<file path="src/rtl/fp_mul_issue_ctrl.sv">
// Issue/collect wrapper around a free-running FP32 multiplier core.
// Operands are latched onto mul_a/mul_b on accept. A valid/class/sign tag
// follows them through the core latency. Results land in a credit-protected
// FIFO with IEEE special-case overrides applied on the way in.
module fp_mul_issue_ctrl #(
  parameter int MUL_LAT = 5,
  parameter int DEPTH   = 4
) (
  input  logic        clk,
  input  logic        rst_n,
  input  logic        in_valid,
  output logic        in_ready,
  input  logic [31:0] in_a,
  input  logic [31:0] in_b,
  output logic [31:0] mul_a,
  output logic [31:0] mul_b,
  input  logic [31:0] mul_c,
  output logic        out_valid,
  input  logic        out_ready,
  output logic [31:0] out_c,
  output logic [2:0]  out_flags,
  output logic        busy
);

  localparam int PW = $clog2(DEPTH);
  // Credits bound both counts by DEPTH, so their sum fits in this width.
  localparam int CW = $clog2(2 * DEPTH + 1);

  typedef enum logic [1:0] {CLS_NORM, CLS_ZERO, CLS_INF, CLS_NAN} cls_t;

  // Special-case class of an operand pair; denormals count as zero.
  function automatic cls_t classify(input logic [31:0] a, input logic [31:0] b);
    logic a_nan, b_nan, a_inf, b_inf, a_zero, b_zero;
    a_nan  = (a[30:23] == 8'hFF) && (a[22:0] != '0);
    b_nan  = (b[30:23] == 8'hFF) && (b[22:0] != '0);
    a_inf  = (a[30:23] == 8'hFF) && (a[22:0] == '0);
    b_inf  = (b[30:23] == 8'hFF) && (b[22:0] == '0);
    a_zero = (a[30:23] == 8'h00);
    b_zero = (b[30:23] == 8'h00);
    if (a_nan || b_nan || (a_inf && b_zero) || (b_inf && a_zero)) return CLS_NAN;
    else if (a_inf || b_inf) return CLS_INF;
    else if (a_zero || b_zero) return CLS_ZERO;
    else return CLS_NORM;
  endfunction

  // Final {flags, value}: override for special classes, core result otherwise.
  function automatic logic [34:0] resolve(input cls_t cls, input logic sgn,
                                          input logic [31:0] c);
    case (cls)
      CLS_NAN:  return {3'b100, 32'h7FC0_0000};
      CLS_INF:  return {3'b010, sgn, 8'hFF, 23'h0};
      CLS_ZERO: return {3'b001, sgn, 31'h0};
      default:  return {1'b0, (c[30:23] == 8'hFF), (c[30:23] == 8'h00), c};
    endcase
  endfunction

  logic [MUL_LAT:0] vld_p;
  cls_t             cls_p [0:MUL_LAT];
  logic [MUL_LAT:0] sgn_p;
  logic [CW-1:0]    inflight;
  logic [CW-1:0]    fifo_count;
  logic [PW-1:0]    wr_ptr;
  logic [PW-1:0]    rd_ptr;
  logic [31:0]      mem_c [DEPTH];
  logic [2:0]       mem_f [DEPTH];
  logic             rdy_en;
  logic             accept;
  logic             wr;
  logic             pop;
  logic [34:0]      wr_data;
  logic [CW-1:0]    outstanding;

  assign accept      = in_valid && in_ready;
  assign wr          = vld_p[MUL_LAT];
  assign pop         = out_valid && out_ready;
  assign outstanding = fifo_count + inflight;
  // Current-cycle counts only: a same-cycle pop does not return its credit yet.
  assign in_ready    = rdy_en && (outstanding < CW'(DEPTH));
  assign out_valid   = (fifo_count != '0);
  assign out_c       = out_valid ? mem_c[rd_ptr] : '0;
  assign out_flags   = out_valid ? mem_f[rd_ptr] : '0;
  assign busy        = (inflight != '0) || (fifo_count != '0);
  assign wr_data     = resolve(cls_p[MUL_LAT], sgn_p[MUL_LAT], mul_c);

  // Control state: valid pipe, credit counters, FIFO pointers, operand latch.
  always_ff @(posedge clk or negedge rst_n) begin
    if (!rst_n) begin
      vld_p      <= '0;
      inflight   <= '0;
      fifo_count <= '0;
      wr_ptr     <= '0;
      rd_ptr     <= '0;
      rdy_en     <= 1'b0;
      mul_a      <= '0;
      mul_b      <= '0;
    end else begin
      rdy_en     <= 1'b1;
      // Stage 0 .. MUL_LAT: valid bit follows the operands through the core
      vld_p      <= {vld_p[MUL_LAT-1:0], accept};
      inflight   <= inflight + CW'(accept) - CW'(wr);
      fifo_count <= fifo_count + CW'(wr) - CW'(pop);
      if (wr)  wr_ptr <= wr_ptr + PW'(1);
      if (pop) rd_ptr <= rd_ptr + PW'(1);
      if (accept) begin
        mul_a <= in_a;
        mul_b <= in_b;
      end
    end
  end

  // Tag payload and FIFO storage; qualified by the valid pipe, so no reset.
  always_ff @(posedge clk) begin
    cls_p[0] <= classify(in_a, in_b);
    sgn_p    <= {sgn_p[MUL_LAT-1:0], in_a[31] ^ in_b[31]};
    for (int i = 1; i <= MUL_LAT; i++) cls_p[i] <= cls_p[i-1];
    // Stage MUL_LAT+1: resolved result enters the FIFO
    if (wr) begin
      mem_c[wr_ptr] <= wr_data[31:0];
      mem_f[wr_ptr] <= wr_data[34:32];
    end
  end

endmodule
</file>
<file path="config.mk">
export PLATFORM = sky130hd
export DESIGN_NAME = fp_mul_issue_ctrl
export DESIGN_NICKNAME = d
export VERILOG_FILES = /design/src/rtl/fp_mul_issue_ctrl.sv
export SDC_FILE = /design/constraint.sdc
export NUM_CORES = 1
export LEC_CHECK = 0
export BUFFER_PORTS_ARGS = -buffer_cell sky130_fd_sc_hd__buf_2
export CORE_MARGIN = 2
export CORE_UTILIZATION = 49
export DETAILED_ROUTE_END_ITERATION = 8
export GPL_ROUTABILITY_DRIVEN = 0
export PLACE_DENSITY = 0.76
export REMOVE_ABC_BUFFERS = 1
export SYNTH_ARGS = -nofsm -noshare
export SYNTH_HDL_FRONTEND = slang
export SYNTH_SLANG_ARGS = --single-unit
export TNS_END_PERCENT = 50
</file>
<file path="constraint.sdc">
create_clock -name clk -period 2.4 [get_ports clk]
set_input_delay 0.12 -clock clk [delete_from_list [all_inputs] [get_ports clk]]
set_output_delay 0.12 -clock clk [all_outputs]
set_load 0.02 [all_outputs]
</file>
### Word level (Yosys, flattened, before mapping)

Memories as Yosys holds them, arrays and structs flattened.
Index checks and enable logic that the tools add are counted.

| storage, ports and cells | value |
|---|---|
| memory bits (writable) | 152 |
| output and inout bits | 102 |
| memories | 3 |
| bits in read-only memories | 0 |
| input port bits | 100 |
| word-level logic and storage cells | 59 |
| flip-flop bits (word level) | 89 |
| latch bits | 0 |

Memories:

| name | depth | width | read ports | clocked after Yosys merged registers in | write ports | RTL line | RTL |
|---|---|---|---|---|---|---|---|
| mem_c | 4 | 32 | 1 | 0 | 1 | 64 | `logic [31:0] mem_c [DEPTH];` |
| cls_p | 6 | 2 | 6 | 0 | 6 | 58 | `cls_t cls_p [0:MUL_LAT];` |
| mem_f | 4 | 3 | 1 | 0 | 1 | 65 | `logic [2:0] mem_f [DEPTH];` |

| cells by class | value |
|---|---|
| add/subtract/negate cells | 7 |
| shift-type cells | 0 |
| multiplexer cells | 8 |
| bitwise gates (word level) | 1 |
| reduce and logical (&&, ||, !) cells | 24 |
| $lt $le $gt $ge | 1 |
| div/mod/pow operators | 0 |
| multiply operators | 0 |
| equal/unequal tests | 6 |

Operators with widths:

| kind | number |
|---|---|
| case mux 35 bit (3 select lines) | 1 |
| zero test 23 bit | 2 |
| nonzero test 23 bit | 2 |
| two-way mux 32 bit | 1 |
| equality test 8 bit, second input constant | 3 |
| zero test 8 bit | 3 |
| logical AND 1 bit | 9 |
| adder 4 x 1 -> 4 bit | 2 |
| nonzero test 4 bit | 2 |
| subtractor 4 x 1 -> 4 bit | 2 |
| logical OR 1 bit | 6 |
| adder 2 x 1 -> 2 bit, second input constant | 2 |
| adder 4 bit | 1 |
| equality test 2 bit, second input constant | 2 |
| less-than comparator 4 x 3 -> 1 bit, second input constant | 1 |
| two-way mux 2 bit | 2 |
| two-way mux 1 bit | 3 |
| two-way mux 3 bit | 1 |
| equality test 2 x 1 -> 1 bit, second input constant | 1 |
| XOR 1 bit | 1 |

### Depth between registers and ports, before layout

| depth | value |
|---|---|
| depth in word-level cells | 6 |
| mapped depth | 13 |
| gate-level depth less buffers | 12 |

### Least setup slack after synthesis

OpenSTA, ideal clock, no wires.

| timing | value |
|---|---|
| kind | register to register |
| start | reg fifo_count[1] |
| end | reg inflight[2] |
| path slack | -0.260 ns |
| arrival time | 2.537 ns |
| stages on the path, launching flop included | 13 |
| required time | 2.277 ns |
| clock period less this slack | 2.660 ns |
| library setup time | 0.123 ns |
| cells stage by stage | dfrtp_1 > ha_1 > a31oi_4 > mux2i_1 > o21ai_1 > and3_4 > buf_4 > inv_1 > ha_1 > inv_1 > ha_1 > fa_1 > xor2_1 |

| between the ends | value |
|---|---|
| cells in the longest elaborated chain, start to end | 6 |

Ends and longest elaborated chain:

| what | RTL line | RTL |
|---|---|---|
| from (decl) | 61 | `logic [CW-1:0] fifo_count;` |
| from (signal assigned) | 101 | `fifo_count <= fifo_count + CW'(wr) - CW'(pop);` |
| adder 4 bit | 76 | `assign outstanding = fifo_count + inflight;` |
| less-than comparator 4 x 3 -> 1 bit | 78 | `assign in_ready = rdy_en && (outstanding < CW'(DEPTH));` |
| logical AND 1 bit | 78 |  |
| logical AND 1 bit | 73 | `assign accept = in_valid && in_ready;` |
| via accept | 67 | `logic accept;` |
| adder 4 x 1 -> 4 bit | 100 | `inflight <= inflight + CW'(accept) - CW'(wr);` |
| subtractor 4 x 1 -> 4 bit | 100 |  |
| to (signal assigned) | 100 |  |
| to (decl) | 60 | `logic [CW-1:0] inflight;` |

The timed path passes the listed nets, and every way through them passes these cells.
A chain may end at the register's enable or synchronous reset.

### Final worst setup path

| timing | value |
|---|---|
| start | reg fifo_count[1] |
| end | reg inflight[2] |

| between the ends | value |
|---|---|
| cells in the longest elaborated chain, start to end | 6 |

Ends and longest elaborated chain:

| what | RTL line |
|---|---|
| adder 4 bit | 76 |
| less-than comparator 4 x 3 -> 1 bit | 78 |
| logical AND 1 bit | 78 |
| logical AND 1 bit | 73 |
| adder 4 x 1 -> 4 bit | 100 |
| subtractor 4 x 1 -> 4 bit | 100 |

Every way passes these cells.

==> qor.tcl <==
set qor(grt_pass1_wl_um) 35100
set qor(via_count_of_the_first_global_routing_pass) 6642
set qor(synth.top_cells.by_area) {sky130_fd_sc_hd__edfxtp_1 (43%), sky130_fd_sc_hd__dfrtp_1 (21%), sky130_fd_sc_hd__mux4_2 (8.1%), sky130_fd_sc_hd__mux2_4 (6.2%), sky130_fd_sc_hd__and2_1 (4.1%)}
set qor(worst_pin_slew_ns) 0.764
set qor(setup_total_negative_slack_ns) -0.113
set qor(power-per-cell-area_nw_per_um2) 1240
set qor(grt_use_total_pct) 21.8
set qor(synth_largest_area_cell) {sky130_fd_sc_hd__edfxtp_1}
set qor(maxCapViolCount) 0
set qor(status) {finished, violations left}
set qor(initial_antenna_violation_count) 0
set qor(synth_area_per_cell_um2) 17.9
set qor(synth_seq_cells) 241
set qor(area_overhead_of_the_layout_relative_to_synthesis_pct) 33.0
set qor(floorplan.initialDensity_pct) 49.9
set qor(fmax_ghz) 0.407
set qor(crit_path_frequent_cell) {sky130_fd_sc_hd__ha_4}
set qor(cpMaxStageDelayCell) {sky130_fd_sc_hd__dfrtp_1}
set qor(critical-path-max-stage-delay_ns) 0.41
set qor(std_cell_rows) 51
set qor(setup_slack_ns) -0.0572
set qor(fin_worst_hold_slack_ns) 0.0136
set qor(syn-cell-area_um2) 9720
set qor(hp-class) {input port to flip-flop}
set qor(crit_path_end_kind) {flip-flop}
set qor(min_period_ns) 2.46
set qor(cp.required_ns) 2.79
set qor(number_of_instances_in_the_synthesized_netlist) 544
set qor(pin_count) 202
set qor(hold_viol) 0
set qor(power.static_leakage_nw) 5.29
set qor(final_skew_ns) 0.0167
set qor(drt_wl_total_um) 22600
set qor(timing.final.crit_share_pct) 102
set qor(cp-start-kind) {flip-flop}
set qor(timing.slew.headroom_pct) 49.1
set qor(port-buffer-count) 201
set qor(drive_above_1_share_pct) 43.7
set qor(vias_per_cell) 5.24
set qor(first_pass_iters) 4
set qor(wire_per_inst_um) 19.7
set qor(n_fill_cell) 1248
set qor(first_iter_violations) 270
set qor(finalNetCount) 980
set qor(violations) {negative setup slack}
set qor(antenna_violating_nets_post_route) 0
set qor(htree_num_levels) 1
set qor(synth_top_area_share_pct) 43.3
set qor(seq_area_frac_synth_pct) 68.3
set qor(critPathKind) {flip-flop to flip-flop}
set qor(floorplan.die.height_um) 145
set qor(path_clk_slew_ns) 0.07
set qor(antenna-diode-count) 0
set qor(cell_depth_of_the_worst_flop_to_flop_path) 11
set qor(clk-insertion-delay-late_ns) 0.51
set qor(grt_overflow) 0
set qor(cts_tree) {built}
set qor(cts_sinks) 241
set qor(synth.lib_cells_used.distinct) 39
set qor(area.sequential_um2) 6650
set qor(finalPower_mw) 16.0
set qor(setup_viol) 3
set qor(critical_path_arrival_ns) 2.85
set qor(setup_repair_after_global_routing_missed_its_margin) {yes}
set qor(dieWidth_um) 145
set qor(routed-via-count) 6010
set qor(min_delay_path_depth) 2
set qor(power.ir.vdd_worst_mv) 0.984
set qor(ctsLongestPathBuffers) 3
set qor(grt_max_degree) 63
set qor(detailedPlacementHpwl_um) 13200
set qor(final_max_slew_viol_count) 0
set qor(critical_path.cell_chain) {ha_4, a31oi_4, mux2i_1, o21ai_1, and3_4, inv_4, ha_4, inv_2, ha_4, fa_2, xor2_1}
set qor(core_area_um2) 19500
set qor(clock_tree.root_cell) {sky130_fd_sc_hd__clkbuf_16}
set qor(fp.dieArea_um2) 21000
set qor(multiInputGateArea_um2) 2930
set qor(remaining_drc_errors) 0
set qor(synthesis.yosys.warnings) 0
set qor(critPathMaxFanout) 2
set qor(tritoncts.num_buffers) 25
cell type report:
cell class              instances  share of cell area (%)
flip-flops and latches        241                    51.4
multi-input cells             264                    22.6
repair buffers                312                    16.7
clock buffers                  36                    5.53
well taps                     265                    2.56
clock inverters                10                   0.639
inverters                      18                   0.542
what timing repair did:
action | in CTS | in global routing
endpoints found under the setup margin | 63 | 48
setup buffers | 0 | 3
hold buffers | 91 | 1
gates cloned | 1 | 0
pin swaps | 10 | 6
hold endpoints to repair | 226 | 1
gates resized for setup | 15 | 8
synthesized netlist by cell type (all sizes together):
library cell	number
a21o	11
a21oi	3
a31oi	2
and2	64
and3	2
buf	13
clkbuf	8
conb	1
dfrtp	83
dfxtp	18
edfxtp	140
fa	2
ha	16
inv	18
mux2	64
mux2i	2
mux4	35
nand2	5
nand3	2
nand3b	1
nand4	8
nor2	10
nor2b	1
nor3	2
nor4	15
o21ai	4
o32ai	1
or2	1
or3	1
or4	2
xnor2	3
xor2	6
where the power goes:
| group | internal, mW | total, mW | switching [mW] |
|---|---|---|---|
| clock | 2.18 | 3.70 | 1.52 |
| sequential | 5.35 | 5.91 | 0.569 |
| combinational | 3.08 | 6.43 | 3.34 |
cells in the final DEF (no fill, tap or decap), drive strengths merged, types with 2 or more instances in the layout:
cell / n
dfrtp: 83
edfxtp: 140
xor2: 6
mux4: 35
fa: 2
a21oi: 3
mux2i: 2
ha: 16
xnor2: 3
mux2: 64
buf: 220
nand4: 8
and3: 2
and2: 64
nor3: 2
a31oi: 2
dlygate4sd3: 92
o21ai: 4
inv: 20
nand2: 5
nor2: 10
nand3: 2
clkinv: 7
a21o: 11
dfxtp: 18
nor4: 15
or4: 2
clkbuf: 36
worst max-delay path, delay by kind of cell, from the launching register on:
kind	cells	cell delay (ns)
buf+inv	2	0.08
flops	1	0.41
compound gates	2	0.34
fa+ha+maj	4	1.03
xor+xnor	1	0.15
mux	1	0.11
simple gates	1	0.24
final timing paths:
kind | startpoint | end | slack, ns
min | mul_c[11] | mem_c[0][11] | 0.01
max | fifo_count[1] | inflight[2] | -0.06
min in group asynchronous | rst_n | mul_b[11] | 0.23
max in group asynchronous | rst_n | fifo_count[0] | 1.48
min reg2reg | sgn_p[3] | sgn_p[4] | 0.33
max reg2reg | fifo_count[1] | inflight[2] | -0.06
flip-flops by register name, indices dropped and copies added, names as in the netlist:
register and count:
cls_p 12, fifo_count 4, inflight 4, mem_c 128, mem_f 12, mul_a 32
mul_b 32, rd_ptr 2, rdy_en 1, sgn_p 6, vld_p 6, wr_ptr 2
kinds of logic (layout without fill, tap and decap cells):
family                     Yosys count  after routing  share of synthesized area, %
muxes                              101            101                          17.3
and+or+nand+nor                    114            114                          6.99
DFF                                241            241                          68.3
buffers and inverters               39            376                          2.48
xor gates and xnor gates             9              9                         0.811
AOI/OAI and AO/OA                   21             21                          1.58
other                                1              1                        0.0386
adders and majority gates           18             18                          2.47
routing by layer:
metal / part of all wire, % / routed length, um / global-route usage, %
met2: 51 / 11600 / 39.0
met1: 40 / 8940 / 27.1
met3: 6.9 / 1560 / 4.05
met4: 2.2 / 486 / 6.54
met5: 0 / 0 / 0
metrics by stage:
| stage | utilization [%] | std cells | cell area [um^2] | setup slack, ns |
|---|---|---|---|---|
| floorplan | - | 523 | 9540 | -0.750 |
| global placement | 56.8 | 1004 | 11100 | -0.0808 |
| detailed placement | 56.8 | 1004 | 11100 | -0.209 |
| CTS | 66.1 | 1142 | 12900 | -0.0411 |
| global route | 66.4 | 1146 | 12900 | -0.127 |
| finish | 66.4 | 1146 | 12900 | -0.0572 |
Note: power is estimated with default switching activity, not from simulation.
